**src/rtl/gpio_pad_shift_seq.sv**
```systemverilog
// Serial engine for the GPIO pad-control chain. Each access rotates the whole
// daisy chain once: non-target pads recirculate their own bits. The target
// pad's 16-bit window is replaced MSB first, and its old contents are captured.
// Handshake: shift_req is a level held by the requester until shift_done.
// shift_done is a one-cycle pulse that acknowledges the request. The cycle
// after shift_done is always ignored, so that the requester can drop shift_req.
module gpio_pad_shift_seq #(
  parameter int NUM_PADS = 44,
  parameter int CLK_DIV  = 4
) (
  input  logic        mclk,
  input  logic        h_reset_n,
  input  logic        shift_req,
  input  logic [7:0]  cfg_pad_no,
  input  logic [15:0] cfg_shift_data,
  output logic        shift_done,
  output logic [15:0] capture_data,
  output logic        shift_rstn,
  output logic        shift_clock,
  output logic        shift_load,
  output logic        shift_data_out,
  input  logic        shift_data_in
);

  localparam int L  = NUM_PADS * 16;
  localparam int KW = $clog2(L + 1);
  localparam int CW = $clog2(CLK_DIV);
  localparam logic [CW-1:0] CNT_LAST   = CW'(CLK_DIV - 1);
  localparam logic [KW-1:0] K_LAST     = KW'(L - 1);
  localparam logic [KW-1:0] LAST_BASE  = KW'(L - 16);
  localparam logic [8:0]    NUM_PADS_W = 9'(NUM_PADS);

  typedef enum logic [2:0] {IDLE, SETUP, LOW, HIGH, LOAD, DONE} state_t;

  state_t        state, state_nxt;
  logic [CW-1:0] cnt;
  logic [KW-1:0] k;
  logic [7:0]    pad_q;
  logic [15:0]   data_q;
  logic          just_done;
  logic [1:0]    sync_q;
  logic          clock_nxt, load_nxt, done_nxt;

  logic          accept, in_range, cnt_last, low_entry, in_win;
  logic [KW-1:0] step, pad_base, wstart, off;

  assign accept   = (state == IDLE) && shift_req && !just_done;
  assign in_range = {1'b0, cfg_pad_no} < NUM_PADS_W;
  assign cnt_last = (cnt == CNT_LAST);

  // Bit index of the step being set up at LOW entry, with its window position.
  assign low_entry = (state_nxt == LOW) && (state != LOW);
  assign step      = (state == HIGH) ? k + 1'b1 : k;
  assign pad_base  = KW'({pad_q, 4'b0000});
  assign wstart    = LAST_BASE - pad_base;
  assign off       = step - wstart;
  assign in_win    = (step >= wstart) && (off < KW'(16));

  // State register and registered control outputs.
  always_ff @(posedge mclk or negedge h_reset_n) begin
    if (!h_reset_n) begin
      state       <= IDLE;
      shift_clock <= 1'b0;
      shift_load  <= 1'b0;
      shift_done  <= 1'b0;
      shift_rstn  <= 1'b0;
      just_done   <= 1'b0;
    end else begin
      state       <= state_nxt;
      shift_clock <= clock_nxt;
      shift_load  <= load_nxt;
      shift_done  <= done_nxt;
      shift_rstn  <= 1'b1;
      just_done   <= (state == DONE);
    end
  end

  // Next-state logic.
  always_comb begin
    state_nxt = state;
    case (state)
      IDLE:    if (accept) state_nxt = in_range ? SETUP : DONE;
      SETUP:   if (cnt_last) state_nxt = LOW;
      LOW:     if (cnt_last) state_nxt = HIGH;
      HIGH:    if (cnt_last) state_nxt = (k == K_LAST) ? LOAD : LOW;
      LOAD:    if (cnt_last) state_nxt = DONE;
      DONE:    state_nxt = IDLE;
      default: state_nxt = IDLE;
    endcase
  end

  // Output decode from the next state, so the output registers line up with the state.
  always_comb begin
    clock_nxt = (state_nxt == HIGH);
    load_nxt  = (state_nxt == LOAD);
    done_nxt  = (state_nxt == DONE);
  end

  // Phase divider and bit counter.
  always_ff @(posedge mclk or negedge h_reset_n) begin
    if (!h_reset_n) begin
      cnt <= '0;
      k   <= '0;
    end else begin
      if (state_nxt != state) cnt <= '0;
      else if (state != IDLE && state != DONE) cnt <= cnt + 1'b1;
      if (accept) k <= '0;
      else if (state == HIGH && cnt_last) k <= k + 1'b1;
    end
  end

  // Two-flop synchronizer on the returning serial data.
  always_ff @(posedge mclk or negedge h_reset_n) begin
    if (!h_reset_n) sync_q <= 2'b00;
    else            sync_q <= {sync_q[0], shift_data_in};
  end

  // Request latch, serial data out and capture of the old target contents.
  always_ff @(posedge mclk or negedge h_reset_n) begin
    if (!h_reset_n) begin
      pad_q          <= '0;
      data_q         <= '0;
      capture_data   <= '0;
      shift_data_out <= 1'b0;
    end else begin
      if (accept) begin
        if (in_range) begin
          pad_q  <= cfg_pad_no;
          data_q <= cfg_shift_data;
        end else begin
          capture_data <= '0;
        end
      end
      if (low_entry) begin
        if (in_win) begin
          shift_data_out <= data_q[4'd15 - off[3:0]];
          capture_data   <= {capture_data[14:0], sync_q[1]};
        end else begin
          shift_data_out <= sync_q[1];
        end
      end
    end
  end

endmodule

```
**config.mk**
```make
export PLATFORM = sky130hd
export DESIGN_NAME = gpio_pad_shift_seq
export DESIGN_NICKNAME = d
export VERILOG_FILES = /design/src/rtl/gpio_pad_shift_seq.sv
export SDC_FILE = /design/constraint.sdc
export NUM_CORES = 1
export LEC_CHECK = 0
export CORE_MARGIN = 3
export CORE_UTILIZATION = 39
export CTS_CLUSTER_SIZE = 30
export DETAILED_ROUTE_END_ITERATION = 12
export GPL_ROUTABILITY_DRIVEN = 0
export PLACE_DENSITY = 0.67
export SLEW_MARGIN = 20
export SYNTH_ARGS = -nofsm -noshare
export SYNTH_HDL_FRONTEND = slang
export SYNTH_SLANG_ARGS = --single-unit
```
**constraint.sdc**
```tcl
create_clock -name mclk -period 4.1 [get_ports mclk]
set_input_delay 1.025 -clock mclk [delete_from_list [all_inputs] [get_ports mclk]]
set_output_delay 1.025 -clock mclk [all_outputs]
set_load 0.02 [all_outputs]
```
======== After elaboration in Yosys (flattened, before gate mapping) ========
Cells that the tools add are included.
word-level totals
  bits in registers ....................... 61
  bits in latches ......................... 0
  memory bits (writable) .................. 0
  ROM bits ................................ 0
  output and inout bits ................... 21
  memories ................................ 0
cells by class
  $add $sub $neg .......................... 5
  $mul .................................... 0
  divide/modulo/power cells ............... 0
  magnitude comparators ................... 4
  equal/unequal tests ..................... 14
  shifts and indexed selects .............. 0
  muxes and demuxes ....................... 20
  bitwise logic cells ..................... 0
  reduce and logical (&&, ||, !) cells .... 12
operators by type and width
  operator                                                               count
  16-bit two-way mux                                                     4
  10-bit two-way mux                                                     3
  3-bit two-way mux                                                      7
  3-bit case mux with 5 select lines                                     1
  3-bit by 2-bit == test with 1-bit output, second input constant        4
  3-bit == test, second input constant                                   4
  10-bit by 1-bit adder with 10-bit output, second input constant        1
  10-bit == test, second input constant                                  1
  10-bit >= comparator                                                   1
  10-bit by 5-bit < comparator with 1-bit output, second input constant  1
  10-bit subtractor                                                      1
  10-bit subtractor, first input constant                                1
  8-bit by 6-bit < comparator with 1-bit output, second input constant   1
  1-bit logical AND                                                      6
  4-bit by 5-bit < comparator with 1-bit output, second input constant   1
  1-bit binary-select mux with 4-bit select                              1
  2-bit two-way mux                                                      2
  2-bit nonzero test                                                     2
  4-bit subtractor, first input constant                                 1
  3-bit by 1-bit == test with 1-bit output, second input constant        1
  3-bit logical NOT                                                      1
  3-bit by 2-bit != test with 1-bit output, second input constant        1
  3-bit != test                                                          1
  3-bit != test, second input constant                                   1
  6 further kinds                                                        7

======== Logic depth before layout (Yosys ltp) ========
Gate-level depths: netlist (run 1).
  depth in word-level cells ............... 8
  depth in mapped cells ................... 15
  gate-level depth less buffers ........... 13

======== Worst setup path before layout (run 1) ========
OpenSTA, ideal clock, no wires.
  kind .................................... register to register
  start ................................... register k[1]
  end ..................................... register capture_data[14]
  arrival time ............................ 3.008 ns
  data required time ...................... 3.975 ns
  slack ................................... 0.967 ns
  stages on the path, launching flop included .. 14
  path buffers ............................ 1
  path through ............................ dfrtp_1 -> buf_2 -> nand3_1 -> nor2_1 -> and3_1 -> nand2_1 -> xnor2_1 -> ha_1 -> or2_0 -> a2111o_1 -> nand2_1 -> o211ai_2 -> nor2_4 -> mux2_2
on the way
  word-level cells in the longest chain between the ends .. 7
  elaborated cells between the ends (all ways) .. 14
ends and longest elaborated chain
  element                                                                                               line     source
  start, declared                                                                                       37       logic [KW-1:0] k;
  start signal, assigned                                                                                108      else if (state == HIGH && cnt_last) k <= k + 1'b1;
  10-bit by 1-bit adder with 10-bit output or 10-bit == test (tied branches)                            53, 85
  10-bit two-way mux or 3-bit two-way mux (tied branches)                                               53, 85
  10-bit subtractor or 3-bit two-way mux (tied branches)                                                56, 85
  10-bit by 5-bit < comparator with 1-bit output or 3-bit case mux with 5 select lines (tied branches)  57, 81
  1-bit logical AND or 3-bit by 2-bit == test with 1-bit output (tied branches)                         57, 52
  16-bit two-way mux or 1-bit logical AND (tied branches)                                               135, 52
  16-bit two-way mux (*)                                                                                134      if (low_entry) begin
  end signal, assigned                                                                                  137      capture_data <= {capture_data[14:0], sync_q[1]};
  end, declared                                                                                         17       output logic [15:0] capture_data,
Every way passes the cells marked *; elsewhere a longest branch is shown, timed or not.
A chain may end at the register's enable or synchronous reset.

======== Worst setup path after layout (run 1) ========
  start ................................... register k[1]
  end ..................................... register capture_data[1]
The elaborated chain is that of the path after synthesis.

==> metrics.cfg, run 1 <==
[critical_path]
slowest_stage=dfrtp_1
rr_startpoint=k[1]
required_ps=4350
slowest_delay_ps=590
path_max_fanout=15
r2r-end=capture_data[1]
reg2reg_depth=13
arrival_ps=3670
crit_path_start_kind=register
path_common_cell=nand2_1
rrSetupSlack_ps=690
crit_chain=nand3_1 -> nor2_1 -> and3_1 -> nand2_1 -> xnor2_1 -> ha_1 -> or2_0 -> a2111o_1 -> nand2_1 -> o211ai_2 -> nor2_4 -> buf_4 -> mux2i_1
cp-end-kind=register
path_class=reg -> reg

[power_and_ir_drop]
power_density_nw_per_um2=558
ir_drop_mv=0.256
power.leakage_nw=1.74

[cells_and_area]
final-seq-area_um2=1530
drive_above_1_share=0.144
fin_nets=407
diodes=0
multi_input_area_um2=1710
syn_to_final_growth_pct=20.8
fin_cells=480
fill_cells=786

[floorplanning]
io_pins=49
start_util=0.410
core-area_um2=8380
dieArea_um2=9980
die_h_um=99.9
die_w_um=99.9
rows=33

[drt]
routed_via_density=5.18
routedWlPerCell_um=13.9
first_pass_iters=4
totalWireLength_um=6690
dr.first_iter.drc_count=84
num_vias=2485
ant_nets=0
drc_errors=0

[yosys]
ys.warnings.count=0
synth_fp_nets=360
ys_top_cells_by_area=dfrtp_1 (44%), mux2_4 (7.0%), mux2i_1 (5.2%)
seq_area_frac_synth=0.444
synth_seq_cells=61
yosysMostFrequentCell=dfrtp_1
syn_avg_cell_area_um2=10.6
synth.cell_area_um2=3440
ys.flop_type=dfrtp_1
syn_inst=323
synth_top_area_cell=dfrtp_1
synthTopCellsByCount=dfrtp_1 (61), nand2_1 (39), inv_1 (22)
async_flop_share=1.00
synth_edf_count=0
synth_top_area_frac=0.444
synth.distinct_cells=53

[sta]
setup_viol=0
hold_viol=0
fin_worst_skew_ps=9.97
fin_crit_ps=3410
finalMaxSlewViolations=0
rsz0062_at_grt=no
max_freq_mhz=293
relSlewSlack=0.436
fin_setup_tns_ps=0
post-route-period-util=0.833
worst_pin_slew_ps=846

[clocking]
cts_setup_buffers=0
clockBufferDepth=2
cts-resized-gates=0
cts_tree=built
clk_latency_ps=330
cts-root-buf=clkbuf_8
cts_buffers=9
hold_buffers=0
h-tree-depth=3
path_clk_slew_ps=70
clkSinkCount=61

[worst_hold_path]
hold_class=reg -> reg
worstHoldPathCells=0
holdPathEnd=sync_q[1]
hold_start=sync_q[0]

[global_route]
antenna_found_initial=0
grt_overflow=0
grt_usage=0.145
first_global_vias=2487
grt_max_degree=39
grt_pass1_wl_um=11700

[placement]
hpwl_um=4830
io_buffers=48
placed_cells=464

[run]
max_cap_viol_count=0

[outcome]
status=complete, no violations

where the power goes:
group	internal, W	switching [W]
clock network	0.000296	0.000227
registers	0.000759	0.000135
logic	0.000475	0.000425
cell usage in the layout (no fill, tap or decap), types with 3 or more instances in the layout:
| cell | netlist | layout |
|---|---|---|
| a21oi_1 | 9 | 9 |
| a31oi_1 | 4 | 4 |
| and2_1 | 3 | 3 |
| and3_1 | 4 | 4 |
| buf_4 | 0 | 5 |
| clkbuf_8 | 0 | 10 |
| clkdlybuf4s50_1 | 0 | 47 |
| dfrtp_1 | 61 | 61 |
| ha_1 | 9 | 9 |
| inv_1 | 22 | 22 |
| mux2_2 | 6 | 6 |
| mux2_4 | 16 | 16 |
| mux2i_1 | 18 | 18 |
| mux4_2 | 6 | 6 |
| nand2_1 | 39 | 39 |
| nand2b_1 | 3 | 3 |
| nand3_1 | 10 | 10 |
| nand3b_1 | 3 | 3 |
| nor2_1 | 19 | 19 |
| nor2b_1 | 3 | 3 |
| nor3_1 | 4 | 4 |
| o21ai_0 | 19 | 19 |
| o31ai_1 | 6 | 6 |
| xnor2_1 | 9 | 9 |
| xor2_1 | 3 | 3 |
critical path, delay by kind of cell (launching register included):
family | cells | cell delay (ps)
xor gates and xnor gates | 1 | 150
DFF | 1 | 590
buffers and inverters | 1 | 270
adders and majority gates | 1 | 340
AOI/OAI and AO/OA | 2 | 520
muxes | 1 | 220
and+or+nand+nor | 7 | 1250
through the flow:
step | setup slack (ps) | power (W) | utilization | hold slack, ps | area [µm²]
2_1_floorplan | 967 | 0.00159 | - | 331 | 3440
3_3_place_gp | 800 | 0.00178 | 0.473 | 338 | 3960
3_5_place_dp | 656 | 0.00181 | 0.473 | 340 | 3960
4_1_cts | 657 | 0.00235 | 0.496 | 361 | 4150
5_1_grt | 298 | 0.00249 | 0.496 | 377 | 4150
6_report | 687 | 0.00232 | 0.496 | 352 | 4150
registers in the layout (all words and copies together), names as in the netlist:
register and flops:
k 10, state 3, cnt 2, shift_rstn 1, sync_q 2, shift_done 1
pad_q 6, shift_clock 1, capture_data 16, data_q 16, shift_load 1, just_done 1
shift_data_out 1
metal layers:
layer  share of wire  GRT usage  vias to the layer above
met5               0          0                        -
met3           0.051     0.0410                       12
met4           0.014     0.0431                        0
met2            0.47      0.238                       52
li1                -          -                     1232
met1            0.46      0.188                     1189
worst max-delay path by stage:
stage,slack [ps],start,endpoint
finish,690,k[1],capture_data[1]
floorplan,970,k[1],capture_data[14]
global route,300,k[1],capture_data[5]
CTS,660,k[1],capture_data[10]
detailed placement,660,k[1],capture_data[10]
global placement,800,k[1],capture_data[9]
kinds of logic after synthesis:
group,count (synthesis),synth area share
compound gates,59,0.113
xor+xnor,12,0.0306
fa+ha+maj,9,0.0327
buf+inv,39,0.0597
flops,61,0.444
mux,46,0.181
other cells,1,0.00109
simple gates,96,0.138
area by class of cell:
cell class / count / area share
well taps: 105 / 0.0316
repair buffers: 53 / 0.123
clock buffers: 12 / 0.0349
flip-flops and latches: 61 / 0.367
multi-input cells: 223 / 0.411
clock inverters: 4 / 0.0114
inverters: 22 / 0.0199
Power figures use the tool's default switching activity.
==> run 2: changes to the inputs <==
Settings changed: PLACE_DENSITY 0.67 to 0.7.
Clock period 4.1 ns to 2.95 ns, I/O delays scaled along.
==> run 2 against run 1 <==
  * Setup slack worse by 570 ps
  * Cell count increased by 3.3%
  * Clock power rose by 45%
  * Power up 44%
  * Flip-flop and latch count unchanged
  * Hold slack worse by 60 ps
  * Maximum frequency is 20% higher
  * Critical endpoint unchanged
==> metrics.cfg, run 2 (synthesized netlist as in run 1, its figures left out) <==
[placement]
dpl_cell_area_um2=4110  ; +3.8%
io_buffers=48  ; unchanged
hpwl_um=5250  ; +8.7%
placed_cells=478  ; +3.0%
dp_slack_ps=86.3  ; -569 ps

[critical_path]
slowest_stage=dfrtp_1
cp-end-kind=register
required_ps=3220  ; -1130 ps
path_max_fanout=5  ; -10
r2r-end=capture_data[1]
crit_path_start_kind=register
reg2reg_depth=13  ; unchanged
rrSetupSlack_ps=120  ; -570 ps
path_common_cell=nor2_4
rr_startpoint=k[1]
arrival_ps=3100  ; -570 ps
path_class=reg -> reg
slowest_delay_ps=400  ; -190 ps
crit_chain=nand3_2 -> nor2_4 -> and3_4 -> nand2_4 -> xnor2_2 -> ha_1 -> or2_0 -> a2111o_1 -> nand2_2 -> o211ai_2 -> nor2_4 -> clkbuf_16 -> mux2i_1

[global_route]
grt_overflow=0  ; unchanged
grt_usage=0.156  ; +0.0103
antenna_found_initial=0  ; unchanged
grt_max_degree=26  ; -33%
first_global_vias=2681  ; +7.8%
grt_pass1_wl_um=12300  ; +5.4%

[power_and_ir_drop]
power.leakage_nw=1.87  ; +7.1%
p_switching_w=0.00118  ; +50%
swShare=0.353  ; +0.0138
ir_drop_mv=0.454  ; +78%
seqPwrFrac=0.364  ; -0.022
p_int_w=0.00216  ; +41%
p_clk_frac=0.226  ; about the same
power_density_nw_per_um2=761  ; +36%
pwr-share-comb=0.410  ; +0.021

[sta]
hold_slack_ps=292  ; -59.7 ps
setup_viol=0  ; unchanged
rsz0062_at_grt=yes
fin_worst_skew_ps=14.2  ; +4.20 ps
post-route-period-util=0.961  ; +0.128
fin_crit_ps=2830  ; -579 ps
setup_ws_ps=115  ; -571 ps
max_freq_mhz=353  ; +20%
hold_viol=0  ; unchanged
finalMaxSlewViolations=0  ; unchanged
fin_setup_tns_ps=0  ; unchanged

[floorplanning]
core-area_um2=8380  ; unchanged
rows=33  ; unchanged
die_h_um=99.9  ; unchanged
dieArea_um2=9980  ; unchanged
start_util=0.410  ; unchanged
die_w_um=99.9  ; unchanged
io_pins=49  ; unchanged

[clocking]
h-tree-depth=3  ; unchanged
path_clk_slew_ps=80  ; about the same
clockBufferDepth=2  ; unchanged
clk_latency_ps=350  ; +20 ps
cts_buffers=9  ; unchanged
cts_tree=built
clkSinkCount=61  ; unchanged
cts-root-buf=clkbuf_8

[cells_and_area]
fill_cells=764  ; -2.8%
final_common_cell=dfrtp_1
fin_cells=496  ; +3.3%
diodes=0  ; unchanged
syn_to_final_growth_pct=27.6
reg_top3=capture_data x16, data_q x16, k x10
drive_above_1_share=0.215  ; +0.0708
finalInstanceArea_um2=4390  ; +5.7%
fin_nets=423  ; +3.9%
final_cell_mix=dfrtp_1 (60), clkdlybuf4s50_1 (47), nand2_1 (37), inv_1 (22), o21ai_0 (19)

[worst_hold_path]
hold_class=in -> async

[drt]
totalWireLength_um=7210  ; +7.7%
routedWlPerCell_um=14.5  ; +4.2%
num_vias=2579  ; +3.8%
ant_nets=0  ; unchanged
first_pass_iters=4  ; unchanged
drc_errors=0  ; unchanged
dr.first_iter.drc_count=87  ; +3.6%
routed_via_density=5.20  ; +0.43%

[run]
max_cap_viol_count=0  ; unchanged

[outcome]
status=complete, no violations

[run 2: changes by cell type in the layout (fill, tap and decap cells not counted), sizes merged]
cell / delta
clkinv: +3
buf: +15
clkinvlp: -1
inv: +1
clkbuf: -2
[run 2: power groups by stage]
stage | registers (W) | logic, W | clock network (W)
3_3_place_gp | 0.00122 | 0.00132 | 0
4_1_cts | 0.00122 | 0.00137 | 0.000776
5_1_grt | 0.00125 | 0.00151 | 0.000819
2_1_floorplan | 0.00122 | 0.000991 | 0
6_report | 0.00122 | 0.00137 | 0.000755
3_5_place_dp | 0.00123 | 0.00135 | 0
[run 2: repair_timing]
action	4_1_cts	5_1_grt
buffers inserted	0	1
gates resized for setup	0	11
setup endpoints to repair	0	16
hold buffers	0	0
[run 2: final cells by class]
class | instances | area, µm² | area share
multi-input combinational | 223 | 1770 | 0.403
sequential | 61 | 1530 | 0.348
timing repair buffer | 69 | 679 | 0.155
tap | 105 | 131 | 0.0299
clock buffer | 9 | 124 | 0.0282
inverter | 22 | 82.6 | 0.0188
clock inverter | 7 | 75.1 | 0.0171
[run 2: routing by layer]
metal  vias to the layer above  GRT usage  routed length [µm]
li1                       1254          -                   -
met1                      1265      0.193                3310
met2                        49      0.253                3480
met3                        11     0.0403                 300
met4                         0     0.0735                 121
met5                         -          0                   0
[run 2: stage by stage]
stage           util  power [W]
2_1_floorplan      -    0.00221
3_3_place_gp   0.491    0.00253
3_5_place_dp   0.491    0.00258
4_1_cts        0.514    0.00336
5_1_grt        0.524    0.00357
6_report       0.524    0.00334
[run 2: how the worst max path moves through the flow]
stage | startpoint | cells after the start | to | slack (ps)
floorplan | k[1] | 13 | capture_data[14] | 20
global placement | k[1] | 13 | capture_data[10] | 160
detailed placement | k[1] | 13 | capture_data[9] | 90
CTS | k[1] | 13 | capture_data[11] | 60
global route | k[1] | 13 | capture_data[7] | -70
finish | k[1] | 13 | capture_data[1] | 120
[run 2: critical path, delay by kind of cell, from the launching register on]
| kind | cells | cell delay (ps) |
|---|---|---|
| AND/OR/NAND/NOR | 7 | 1030 |
| buffers and inverters | 1 | 190 |
| adder cells (fa/ha/maj) | 1 | 340 |
| multiplexers | 1 | 180 |
| XOR/XNOR | 1 | 130 |
| AO/OA/AOI/OAI | 2 | 480 |
| flip-flops | 1 | 400 |
